[src/rtl/pc_flow_pkg.sv]
// Shared types for the RAT program-flow sequencer: decoded flow classes,
// sequencer states and the default interrupt vector.
package pc_flow_pkg;

   typedef enum logic [2:0] {
      SEQ  = 3'd0,
      BRN  = 3'd1,
      BREQ = 3'd2,
      BRNE = 3'd3,
      BRCS = 3'd4,
      BRCC = 3'd5,
      CALL = 3'd6,
      RET  = 3'd7
   } flow_op_t;

   typedef enum logic [1:0] {
      INIT  = 2'd0,
      FETCH = 2'd1,
      EXEC  = 2'd2,
      INTR  = 2'd3
   } state_t;

   localparam logic [9:0] DEF_INTR_VEC = 10'h3FF;

endpackage

[src/rtl/pc_flow_ctrl_if.sv]
// Decoder/PC-side bundle of the flow sequencer. The master is the decoder and
// program counter; the slave is the sequencer itself.
interface pc_flow_ctrl_if #(
   parameter int ADDR_W = 10
);
   logic [2:0]        FLOW_OP;
   logic              RETI_EN;
   logic [ADDR_W-1:0] IMM_ADDR;
   logic              Z_FLAG;
   logic              C_FLAG;
   logic              IE_SET;
   logic              IE_CLR;
   logic              INTR;
   logic [ADDR_W-1:0] PC_COUNT;
   logic              PC_LD;
   logic              PC_INC;
   logic [ADDR_W-1:0] PC_DIN;
   logic              FETCH;
   logic              INTR_ACK;
   logic              IE_FLAG;
   logic              STACK_OVF;
   logic              STACK_UNF;

   modport master (
      output FLOW_OP, RETI_EN, IMM_ADDR, Z_FLAG, C_FLAG, IE_SET, IE_CLR, INTR, PC_COUNT,
      input  PC_LD, PC_INC, PC_DIN, FETCH, INTR_ACK, IE_FLAG, STACK_OVF, STACK_UNF
   );

   modport slave (
      input  FLOW_OP, RETI_EN, IMM_ADDR, Z_FLAG, C_FLAG, IE_SET, IE_CLR, INTR, PC_COUNT,
      output PC_LD, PC_INC, PC_DIN, FETCH, INTR_ACK, IE_FLAG, STACK_OVF, STACK_UNF
   );

endinterface

[src/rtl/ret_stack.sv]
// Return-address LIFO. Top of stack is read combinationally so a pop can use
// its data in the same cycle; push while full and pop while empty are ignored.
module ret_stack #(
   parameter int W     = 10,
   parameter int DEPTH = 8
) (
   input  logic         clk,
   input  logic         srst,
   input  logic         push,
   input  logic         pop,
   input  logic [W-1:0] din,
   output logic [W-1:0] dout,
   output logic         full,
   output logic         empty
);
   localparam int AW = $clog2(DEPTH);
   localparam int PW = AW + 1;

   logic [W-1:0]  mem [DEPTH];
   logic [PW-1:0] ptr_reg;
   logic [AW-1:0] top_idx;

   assign full    = (ptr_reg == PW'(DEPTH));
   assign empty   = (ptr_reg == '0);
   // ptr counts entries, so the top lives one below it (wraps harmlessly when empty)
   assign top_idx = ptr_reg[AW-1:0] - AW'(1);
   assign dout    = mem[top_idx];

   always_ff @(posedge clk) begin
      if (push && !full) begin
         mem[ptr_reg[AW-1:0]] <= din;
      end
   end

   always_ff @(posedge clk) begin
      if (srst) begin
         ptr_reg <= '0;
      end else if (push && !full) begin
         ptr_reg <= ptr_reg + PW'(1);
      end else if (pop && !empty) begin
         ptr_reg <= ptr_reg - PW'(1);
      end
   end

endmodule

[src/rtl/pc_flow_ctrl.sv]
// RAT program-flow sequencer: fetch/execute FSM, branch resolution, CALL/RET
// via the return stack, interrupt vectoring and the interrupt-enable flag.
module pc_flow_ctrl
   import pc_flow_pkg::*;
#(
   parameter int                ADDR_W      = 10,
   parameter int                STACK_DEPTH = 8,
   parameter logic [ADDR_W-1:0] INTR_VEC    = ADDR_W'(DEF_INTR_VEC)
) (
   input  logic          CLK,
   input  logic          RST,
   pc_flow_ctrl_if.slave bus
);
   state_t            state_reg;
   flow_op_t          op;
   logic              ie_reg, ovf_reg, unf_reg;
   logic              taken;
   logic              pc_ld, pc_inc, fetch_en, intr_ack;
   logic [ADDR_W-1:0] pc_din;
   logic              push_req, pop_req, unf_evt;
   logic              stk_full, stk_empty;
   logic [ADDR_W-1:0] stk_dout;

   assign op = flow_op_t'(bus.FLOW_OP);

   ret_stack #(
      .W     (ADDR_W),
      .DEPTH (STACK_DEPTH)
   ) u_stack (
      .clk   (CLK),
      .srst  (RST),
      .push  (push_req),
      .pop   (pop_req),
      .din   (bus.PC_COUNT),
      .dout  (stk_dout),
      .full  (stk_full),
      .empty (stk_empty)
   );

   always_comb begin
      taken = 1'b0;
      case (op)
         BRN:     taken = 1'b1;
         BREQ:    taken = bus.Z_FLAG;
         BRNE:    taken = !bus.Z_FLAG;
         BRCS:    taken = bus.C_FLAG;
         BRCC:    taken = !bus.C_FLAG;
         default: taken = 1'b0;
      endcase
   end

   always_comb begin
      pc_ld    = 1'b0;
      pc_inc   = 1'b0;
      pc_din   = '0;
      fetch_en = 1'b0;
      intr_ack = 1'b0;
      push_req = 1'b0;
      pop_req  = 1'b0;
      unf_evt  = 1'b0;
      case (state_reg)
         FETCH: begin
            fetch_en = 1'b1;
            pc_inc   = 1'b1;
         end
         EXEC: begin
            if (op == CALL) begin
               push_req = 1'b1;
               pc_ld    = 1'b1;
               pc_din   = bus.IMM_ADDR;
            end else if (op == RET) begin
               // An empty stack turns RET into a sequential no-op
               if (stk_empty) begin
                  unf_evt = 1'b1;
               end else begin
                  pop_req = 1'b1;
                  pc_ld   = 1'b1;
                  pc_din  = stk_dout;
               end
            end else if (taken) begin
               pc_ld  = 1'b1;
               pc_din = bus.IMM_ADDR;
            end
         end
         INTR: begin
            push_req = 1'b1;
            pc_ld    = 1'b1;
            pc_din   = INTR_VEC;
            intr_ack = 1'b1;
         end
         default: ;
      endcase
   end

   always_ff @(posedge CLK) begin
      if (RST) begin
         state_reg <= INIT;
         ie_reg    <= 1'b0;
         ovf_reg   <= 1'b0;
         unf_reg   <= 1'b0;
      end else begin
         if (push_req && stk_full) ovf_reg <= 1'b1;
         if (unf_evt)              unf_reg <= 1'b1;
         case (state_reg)
            INIT:  state_reg <= FETCH;
            FETCH: state_reg <= EXEC;
            EXEC: begin
               // Later assignments win: RETI, then SEI, then CLI
               if (op == RET && bus.RETI_EN) ie_reg <= 1'b1;
               if (bus.IE_SET)               ie_reg <= 1'b1;
               if (bus.IE_CLR)               ie_reg <= 1'b0;
               state_reg <= (bus.INTR && ie_reg) ? INTR : FETCH;
            end
            INTR: begin
               ie_reg    <= 1'b0;
               state_reg <= FETCH;
            end
            default: state_reg <= INIT;
         endcase
      end
   end

   assign bus.PC_LD     = pc_ld;
   assign bus.PC_INC    = pc_inc;
   assign bus.PC_DIN    = pc_din;
   assign bus.FETCH     = fetch_en;
   assign bus.INTR_ACK  = intr_ack;
   assign bus.IE_FLAG   = ie_reg;
   assign bus.STACK_OVF = ovf_reg;
   assign bus.STACK_UNF = unf_reg;

endmodule

[src/flat_wrapper.sv]
// flat-port wrapper written by rule: the top's interface ports become plain ports
module pc_flow_ctrl_flat import pc_flow_pkg::*;
#(
   parameter int                ADDR_W      = 10,
   parameter int                STACK_DEPTH = 8,
   parameter logic [ADDR_W-1:0] INTR_VEC    = ADDR_W'(DEF_INTR_VEC)
)
  (CLK, RST, bus_FLOW_OP, bus_RETI_EN, bus_IMM_ADDR, bus_Z_FLAG, bus_C_FLAG, bus_IE_SET, bus_IE_CLR, bus_INTR, bus_PC_COUNT, bus_PC_LD, bus_PC_INC, bus_PC_DIN, bus_FETCH, bus_INTR_ACK, bus_IE_FLAG, bus_STACK_OVF, bus_STACK_UNF);
  pc_flow_ctrl_if #(.ADDR_W(ADDR_W)) bus_i ();
  input  logic CLK;
  input  logic RST;
  input wire logic [$bits(bus_i.FLOW_OP)-1:0] bus_FLOW_OP;
  input wire logic [$bits(bus_i.RETI_EN)-1:0] bus_RETI_EN;
  input wire logic [$bits(bus_i.IMM_ADDR)-1:0] bus_IMM_ADDR;
  input wire logic [$bits(bus_i.Z_FLAG)-1:0] bus_Z_FLAG;
  input wire logic [$bits(bus_i.C_FLAG)-1:0] bus_C_FLAG;
  input wire logic [$bits(bus_i.IE_SET)-1:0] bus_IE_SET;
  input wire logic [$bits(bus_i.IE_CLR)-1:0] bus_IE_CLR;
  input wire logic [$bits(bus_i.INTR)-1:0] bus_INTR;
  input wire logic [$bits(bus_i.PC_COUNT)-1:0] bus_PC_COUNT;
  output wire logic [$bits(bus_i.PC_LD)-1:0] bus_PC_LD;
  output wire logic [$bits(bus_i.PC_INC)-1:0] bus_PC_INC;
  output wire logic [$bits(bus_i.PC_DIN)-1:0] bus_PC_DIN;
  output wire logic [$bits(bus_i.FETCH)-1:0] bus_FETCH;
  output wire logic [$bits(bus_i.INTR_ACK)-1:0] bus_INTR_ACK;
  output wire logic [$bits(bus_i.IE_FLAG)-1:0] bus_IE_FLAG;
  output wire logic [$bits(bus_i.STACK_OVF)-1:0] bus_STACK_OVF;
  output wire logic [$bits(bus_i.STACK_UNF)-1:0] bus_STACK_UNF;
  assign bus_i.FLOW_OP = bus_FLOW_OP;
  assign bus_i.RETI_EN = bus_RETI_EN;
  assign bus_i.IMM_ADDR = bus_IMM_ADDR;
  assign bus_i.Z_FLAG = bus_Z_FLAG;
  assign bus_i.C_FLAG = bus_C_FLAG;
  assign bus_i.IE_SET = bus_IE_SET;
  assign bus_i.IE_CLR = bus_IE_CLR;
  assign bus_i.INTR = bus_INTR;
  assign bus_i.PC_COUNT = bus_PC_COUNT;
  assign bus_PC_LD = bus_i.PC_LD;
  assign bus_PC_INC = bus_i.PC_INC;
  assign bus_PC_DIN = bus_i.PC_DIN;
  assign bus_FETCH = bus_i.FETCH;
  assign bus_INTR_ACK = bus_i.INTR_ACK;
  assign bus_IE_FLAG = bus_i.IE_FLAG;
  assign bus_STACK_OVF = bus_i.STACK_OVF;
  assign bus_STACK_UNF = bus_i.STACK_UNF;
  pc_flow_ctrl #(.ADDR_W(ADDR_W), .STACK_DEPTH(STACK_DEPTH), .INTR_VEC(INTR_VEC)) u_core (.CLK(CLK), .RST(RST), .bus(bus_i));
endmodule
[config.mk]
export PLATFORM = sky130hd
export DESIGN_NAME = pc_flow_ctrl_flat
export DESIGN_NICKNAME = d
export VERILOG_FILES = /design/src/rtl/pc_flow_pkg.sv /design/src/rtl/pc_flow_ctrl_if.sv /design/src/rtl/ret_stack.sv /design/src/rtl/pc_flow_ctrl.sv /design/src/flat_wrapper.sv
export SDC_FILE = /design/constraint.sdc
export NUM_CORES = 1
export LEC_CHECK = 0
export CAP_MARGIN = 20
export CORE_MARGIN = 2
export CORE_UTILIZATION = 57
export CTS_BUF_LIST = sky130_fd_sc_hd__clkbuf_8
export CTS_CLUSTER_DIAMETER = 60
export DETAILED_ROUTE_END_ITERATION = 7
export PLACE_DENSITY = 0.86
export SYNTH_ARGS = -nofsm -noshare
export SYNTH_HDL_FRONTEND = slang
export SYNTH_SLANG_ARGS = --single-unit
[constraint.sdc]
create_clock -name CLK -period 3.24 [get_ports CLK]
set_clock_uncertainty 0.1 [all_clocks]
set_input_delay 0.648 -clock CLK [delete_from_list [all_inputs] [get_ports CLK]]
set_output_delay 0.648 -clock CLK [all_outputs]
set_load 0.05 [all_outputs]
Word level (Yosys, flattened, before mapping)
Memory sizes are Yosys's and may differ from the RTL's.
Cells that the tools add are included.

word-level totals
  register bits after elaboration = 9
  RAM bits = 80
  input bits = 31
  output and inout port bits = 17
  word-level logic and storage cells = 68
  memories kept = 1

cells by class
  add/subtract/negate cells = 3
  equal/unequal tests = 12
  mux-type cells = 32
  reduce and logical (&&, ||, !) cells = 15

memories
  memory              depth  width  read ports  clocked after Yosys merged registers in  write ports  RTL line         RTL
  u_core.u_stack.mem  8      10     1           0                                        1            ret_stack.sv:19  logic [W-1:0] mem [DEPTH];

operators by type and width
  kind                   count
  $mux W10               4
  $pmux W10 S2           1
  $mux W1                19
  $eq A3 B3 Y1 const B   4
  $mux W4                2
  $eq A3 B2 Y1 const B   2
  $pmux W1 S2            3
  $pmux W2 S3            1
  $logic_and A1 B1 Y1    5
  $pmux W1 S5            1
  $add A4 B1 Y4 const B  1
  $eq A2 B2 Y1 const B   2
  $eq A4 B4 Y1 const B   1
  $logic_not A1 Y1       4
  $logic_not A4 Y1       1
  $ne A4 B3 Y1 const B   1
  $reduce_bool A2 Y1     2
  $sub A4 B1 Y4 const B  1
  $eq A3 B1 Y1 const B   1
  $sub A3 B1 Y3 const B  1
  $eq A2 B1 Y1 const B   1
  $logic_not A2 Y1       1
  $mux W2                1
  $reduce_and A2 Y1      1
  $reduce_or A2 Y1       1

Depth between registers and ports, before layout
Gate-level depths: netlist of run 1.

  word-level depth = 8
  mapped depth = 12
  gate-level depth less buffers = 10

By module
From an unflattened synthesis of run 1, not the netlist that was laid out.

unflattened totals
  cells, all modules = 239
  area, all modules = 3,907.5 um^2

by module, submodules not included
  module        instances  cells an instance  area each (um^2)  sequential area each (um^2)
  ret_stack     1          163                3,399.5           2,482.4
  pc_flow_ctrl  1          76                 508.0             100.1

Worst setup path before layout of run 1
OpenSTA, ideal clock, no wires.

  path type = register to output
  start point = reg u_core.u_stack.ptr_reg[0]
  end point = out bus_PC_DIN[6]
  data arrival time = 2,366 ps
  required time = 2,492 ps
  slack = 126 ps
  cell stages (with the launch flop) = 9
  buffers on the path = 3
  path through = dfxtp_1 -> buf_6 -> buf_8 -> inv_1 -> ha_1 -> clkbuf_1 -> mux4_2 -> nor3b_1 -> a2111o_1

on the way
  cells in the longest elaborated chain, start to end = 6
  elaborated cells between the ends (all ways) = 7
  those cells by class = add/sub (1); mux (4); reduce/logical (1); memory (1)

ends and longest elaborated chain
  element                        RTL line            RTL
  start: declaration             ret_stack.sv:20     logic [PW-1:0] ptr_reg;
  start signal: assignment       ret_stack.sv:39     ptr_reg <= ptr_reg + PW'(1);
  start signal: assignment       ret_stack.sv:41     ptr_reg <= ptr_reg - PW'(1);
  $sub A3 B1 Y3                  ret_stack.sv:26     assign top_idx = ptr_reg[AW-1:0] - AW'(1);
  via u_core.u_stack.top_idx[0]  ret_stack.sv:21     logic [AW-1:0] top_idx;
  $mem_v2 Z8 W10                 --
  $mux W10                       pc_flow_ctrl.sv:73  if (stk_empty) begin
  $mux W10                       pc_flow_ctrl.sv:71  end else if (op == RET) begin
  $mux W10                       pc_flow_ctrl.sv:67  if (op == CALL) begin
  $pmux W10 S2                   pc_flow_ctrl.sv:61  case (state_reg)
  end: declaration               flat_wrapper.sv:23  output wire logic [$bits(bus_i.PC_DIN)-1:0] bus_PC_DIN;

The timed path passes the listed nets, and every way through them passes these cells.

Final worst setup path of run 1
  start point = reg u_core.u_stack.ptr_reg[0]
  end point = out bus_PC_DIN[4]

on the way
  cells in the longest elaborated chain, start to end = 6
  elaborated cells between the ends (all ways) = 7
  those cells by class = add/sub (1); mux (4); reduce/logical (1); memory (1)

ends and longest elaborated chain
  element         RTL line
  $sub A3 B1 Y3   ret_stack.sv:26
  $mem_v2 Z8 W10  --
  $mux W10 *      pc_flow_ctrl.sv:73
  $mux W10 *      pc_flow_ctrl.sv:71
  $mux W10 *      pc_flow_ctrl.sv:67
  $pmux W10 S2 *  pc_flow_ctrl.sv:61

Every way passes the cells marked *; elsewhere a longest branch is shown, timed or not.

==> summary.txt, run 1 <==
Initial Utilization: 58.6%
TritonRoute pass-1 iters: 4
startpoint types: flip-flop
final cell count without fillers: 391
Die X: 87.3 microns
sequential cell area: 2580 sq um
Routed Wire Length: 8540 microns
final net count: 342
Post-synth EDFFs: 80
Yosys cell types: 42
Syn-to-layout area delta: 24.0%
Yosys reg bits: 89
max reg flops: 80
status: completed
CTS HTree Levels: 3
I/O Buffers: 47
Via density: 6.18
I/O Pins: 48
Slew @ Worst Pin: 0.509 ns
Tcrit/Tclk final: 96.5%
type of the tightest min-delay check: reg2reg
RD Place Congestion: 0.866
register area share after synthesis: 65.3%
RSZ-0062 raised after global routing: no
wire per inst: 21.8 microns
CP required: 2.49 ns
multi-input logic area: 1300 sq um
Congestion Overflow GR: 0
total power draw: 2310 uW
Pins Over Slew Limit: 0
Pleak: 0.00171 uW
vias in the first global route: 2,494
post-synthesis cell area: 3960 sq um
Mean Syn Cell Area: 16.9 sq um
initial drt markers: 148
Clock Tree Buf Depth: 2
Skew-Pair Late Insertion Delay: 0.36 ns
first-pass GRT wire length: 13,100 microns
Post-Syn Instances: 234
CTS buffer count: 9
PwrDens: 471 nW/um^2
DRC viols: 0
CTS tree: yes
CTS Sinks: 89
max-cap violations: 0
largest net degree at the start of global routing: 24
VDD IR max: 0.000349 V
endpoints failing hold: 0
Post-Syn Nets: 270
Setup CP Type: reg2out
Yosys warning total: 0
Worst-path clk slew: 0.08 ns
area of the core: 6760 sq um
Routed Antenna Nets: 0
relative slew slack: 66.0%
FFs w/ async S/R, synth: 0%
Tmin final: 3.13 ns
dpl hpwl: 5660 microns
top_reg_cell synth: edfxtp_1
Layout fillers: 414
initial antenna violation count: 0
ratio of cells with drive above 1 in the final layout: 23.5%
fmax: 0.320 GHz
dpl cells: 373
crit path capture type: output pin
Arrival @ worst endpoint: 2.38 ns
Antenna diodes: 0
maximum fanout along the worst path: 20
routed vias: 2,417
FP Rows: 30
clock root buffer: clkbuf_8
Die Y-Extent: 87.3 microns
die area: 7630 sq um
Final setup viols: 0
Tot GR Track Use: 24.2%
[layer usage]
| metal | part of all wire [%] | track usage (%) |
|---|---|---|
| met1 | 40 | 29.8 |
| met2 | 50 | 40.8 |
| met3 | 8.0 | 5.02 |
| met4 | 2.2 | 11.5 |
| met5 | 0 | 0 |
[timing repair]
action | CTS | global route
endpoints found under the setup margin | 10 | 10
hold buffers | 0 | 0
buffers inserted | 0 | 1
pin swaps | 1 | 1
gates resized for setup | 2 | 6
cloned | 0 | 1
[through the flow]
step / hold WS [ns] / setup slack [ns] / util (%) / instance area (sq um) / TNS [ns]
global route: 0.422 / 0.0161 / 72.6 / 4910 / 0
global placement: 0.352 / -0.103 / 68.6 / 4630 / -0.764
detailed placement: 0.361 / -0.129 / 68.6 / 4630 / -1.15
finish: 0.375 / 0.113 / 72.6 / 4910 / 0
floorplan: 0.481 / 0.126 / - / 3960 / 0
CTS: 0.380 / 0.00143 / 71.6 / 4840 / 0
[critical path, stage by stage, from the launching register on]
cell	delay (ns)
dfxtp_1	0.39
buf_6	0.28
mux4_1	0.61
nor3b_1	0.16
a2111o_1	0.39
buf_4	0.19
[report_power, final]
part,switching (uW),internal (uW)
registers,7.12,1260
clock network,392,356
logic,157,139
total,556,1750
[cell usage in the layout, fill, tap and decap left out, drive strengths merged, types with 2 or more instances in the layout]
cell type / netlist / layout
a2111o: 10 / 10
a21oi: 6 / 6
a31oi: 2 / 2
and2: 4 / 4
buf: 9 / 37
clkbuf: 4 / 10
clkdlybuf4s50: 0 / 35
clkinv: 0 / 2
dfxtp: 9 / 9
edfxtp: 80 / 80
ha: 4 / 4
inv: 3 / 6
mux4: 21 / 21
nand2: 7 / 7
nand2b: 2 / 2
nor2: 16 / 16
nor2b: 7 / 7
nor3: 4 / 4
nor3b: 20 / 20
o21a: 3 / 3
o21ai: 5 / 5
o31ai: 2 / 2
or2: 2 / 2
xnor2: 2 / 2
[cell type report]
type	instances	area share, %
inverter	3	0.229
timing repair buffer	74	14.7
sequential	89	52.6
clock buffer	9	2.52
clock inverter	7	1.45
multi-input combinational	129	26.5
tap	80	2.04
[path summary, 6_finish.rpt]
path                            depth (start not counted)                      start  slack (ns)                        end
worst min-delay path                                    2       u_core.bus.STACK_UNF        0.38       u_core.bus.STACK_UNF
worst max register to register                          8        u_core.state_reg[1]        0.50  u_core.u_stack.ptr_reg[3]
worst min register to register                          2       u_core.bus.STACK_UNF        0.38       u_core.bus.STACK_UNF
worst max-delay path                                    5  u_core.u_stack.ptr_reg[0]        0.11              bus_PC_DIN[4]
[cell families after synthesis]
logic type                 share of synthesized area [%]
DFF                                                 65.3
xor gates and xnor gates                           0.443
buffers and inverters                               2.62
and+or+nand+nor                                     9.58
adders and majority gates                           1.77
muxes                                               12.9
AOI/OAI and AO/OA                                   7.43
[synth_stat cells (all sizes together), types with 5 or more instances]
cell,instances,area share (%)
nand2,7,0.66
a21oi,6,1.3
a2111o,10,2.8
nor2b,7,1.1
o21ai,5,0.63
mux4,21,13
edfxtp,80,61
buf,9,2.0
nor2,16,1.5
nor3b,20,3.8
dfxtp,9,4.6
(Power assumes the default switching activity.)
==> run 2, diff against run 1 <==
RECOVER_POWER = 25   (was unset)
==> run 2 against run 1 <==
  * Utilization unchanged
  * Register-to-register slack about the same
  * Power about the same
  * Critical path depth unchanged
  * Sequential share of layout area unchanged
  * Clock power about the same
  * Routed wire length about the same
  * Final cell count unchanged
  * Die area unchanged
  * Fmax about the same
==> summary.txt, run 2 (same netlist as run 1, synthesis figures left out) <==
commonest non-fill, non-tap cell in the layout: edfxtp_1
PwrDens: 470 nW/um^2
CTS tree: yes
Slew @ Worst Pin: 0.509 ns
Die X: 87.3 microns
Setup CP Type: reg2out
Routed Antenna Nets: 0
die area: 7630 sq um
setup TNS: 0 ns
max reg flops: 80
R2R cell count: 8
Met2 Routed Length: 4260 microns
RSZ-0062 raised after global routing: no
metal3 WL: 682 microns
Design Area, Final: 4910 sq um
Layout fillers: 414
routed vias: 2,415
Initial Utilization: 58.6%
Tcrit/Tclk final: 96.5%
RD Place Congestion: 0.866
Area after DPL: 4630 sq um
worst hold path endpoint: u_core.bus.STACK_UNF
final net count: 342
relative slew slack: 66.0%
critical path launch point: u_core.u_stack.ptr_reg[0]
max layer used: met4
most frequent cells in the layout: edfxtp_1, buf_4, clkdlybuf4s50_1, nor3b_1, nor2_1
Syn-to-layout area delta: 24.0%
status: completed
crit path capture type: output pin
startpoint types: flip-flop
DRC viols: 0
maximum fanout along the worst path: 20
CTS Sinks: 89
Routed Wire Length: 8540 microns
hold slack: 0.375 ns
Congestion Overflow GR: 0
dpl hpwl: 5660 microns
FP Rows: 30
Hold Crit Start: u_core.bus.STACK_UNF
ratio of cells with drive above 1 in the final layout: 23.5%
CTS buffer count: 9
CTS Hold Bufs: 0
Tot GR Track Use: 24.2%
max-cap violations: 0
fmax: 0.320 GHz
CP required: 2.49 ns
clock root buffer: clkbuf_8
initial antenna violation count: 0
Metal-1 WL: 3410 microns
endpoints failing hold: 0
type of the tightest min-delay check: reg2reg
area of the core: 6760 sq um
vias in the first global route: 2,494
Reg-to-Reg End: u_core.u_stack.ptr_reg[3]
RR Startpoint: u_core.state_reg[1]
initial drt markers: 150
R2R setup slack: 0.50 ns
Skew-Pair Late Insertion Delay: 0.36 ns
TritonRoute pass-1 iters: 4
Clock Tree Buf Depth: 2
Die Y-Extent: 87.3 microns
Final setup viols: 0
VDD IR max: 0.000348 V
Antenna diodes: 0
Arrival @ worst endpoint: 2.38 ns
Worst-path clk slew: 0.08 ns
Pins Over Slew Limit: 0
Pleak: 0.00171 uW
Tmin final: 3.13 ns
I/O Buffers: 47
largest net degree at the start of global routing: 24
Via density: 6.18
first-pass GRT wire length: 13,100 microns
wire per inst: 21.8 microns
I/O Pins: 48
CTS HTree Levels: 3
hold path depth: 2
==> run 2: cell types whose count changed in the layout (fill, tap and decap cells not counted), sizes merged <==
cell / change
clkdlybuf4s50: -7
dlygate4sd3: +7
==> run 2: cell type report <==
type,count,area (sq um),area share (%)
clock buffer,9,124,2.52
clock inverter,7,71.3,1.45
inverter,3,11.3,0.229
multi-input combinational,129,1300,26.5
sequential,89,2580,52.6
tap,80,100,2.04
timing repair buffer,74,719,14.7
==> run 2: critical path, stage by stage, from the launching register on <==
cell and delay, ns:
dfxtp_1 0.39, buf_6 0.28, mux4_1 0.61, nor3b_1 0.16, a2111o_1 0.39, buf_4 0.19
==> run 2: how the worst max path moves through the flow <==
stage	to	slack, ns	depth (start not counted)
6_report	bus_PC_DIN[4]	0.11	5
5_1_grt	bus_PC_DIN[4]	0.02	5
4_1_cts	bus_PC_DIN[1]	0.001	6
3_5_place_dp	bus_PC_DIN[1]	-0.13	6
3_3_place_gp	bus_PC_DIN[8]	-0.10	6
2_1_floorplan	bus_PC_DIN[6]	0.13	8
==> run 2: power breakdown <==
group          internal (uW)  switching [uW]
logic                    137             157
registers               1260            7.12
clock network            356             392
==> run 2: repair_timing <==
action,CTS,global route
resized for setup,2,6
buffers inserted,0,1
pin swaps,1,1
cloned,0,1
setup endpoints to repair,10,10
==> run 2: per-layer routing <==
metal  track usage [%]  vias to the layer above
met5                 0                        -
met4              11.5                        0
met3              5.02                       16
met2              40.8                      111
met1              29.8                     1195
li1                  -                     1093
==> run 2: metrics by stage <==
step | util [%] | cells | worst slack, ns | power [uW]
after floorplan | - | 234 | 0.126 | 1460
after global placement | 68.6 | 373 | -0.103 | 1560
after detailed placement | 68.6 | 373 | -0.129 | 1570
after CTS | 71.6 | 389 | 0.00143 | 2310
after global routing | 72.6 | 391 | 0.0161 | 2370
final | 72.6 | 391 | 0.114 | 2310
==> run 3, diff against run 2 <==
CTS_CLUSTER_SIZE = 8   (was unset)
==> results of run 3 <==
No change in the layout: final DEF, timing and power equal those of run 2.
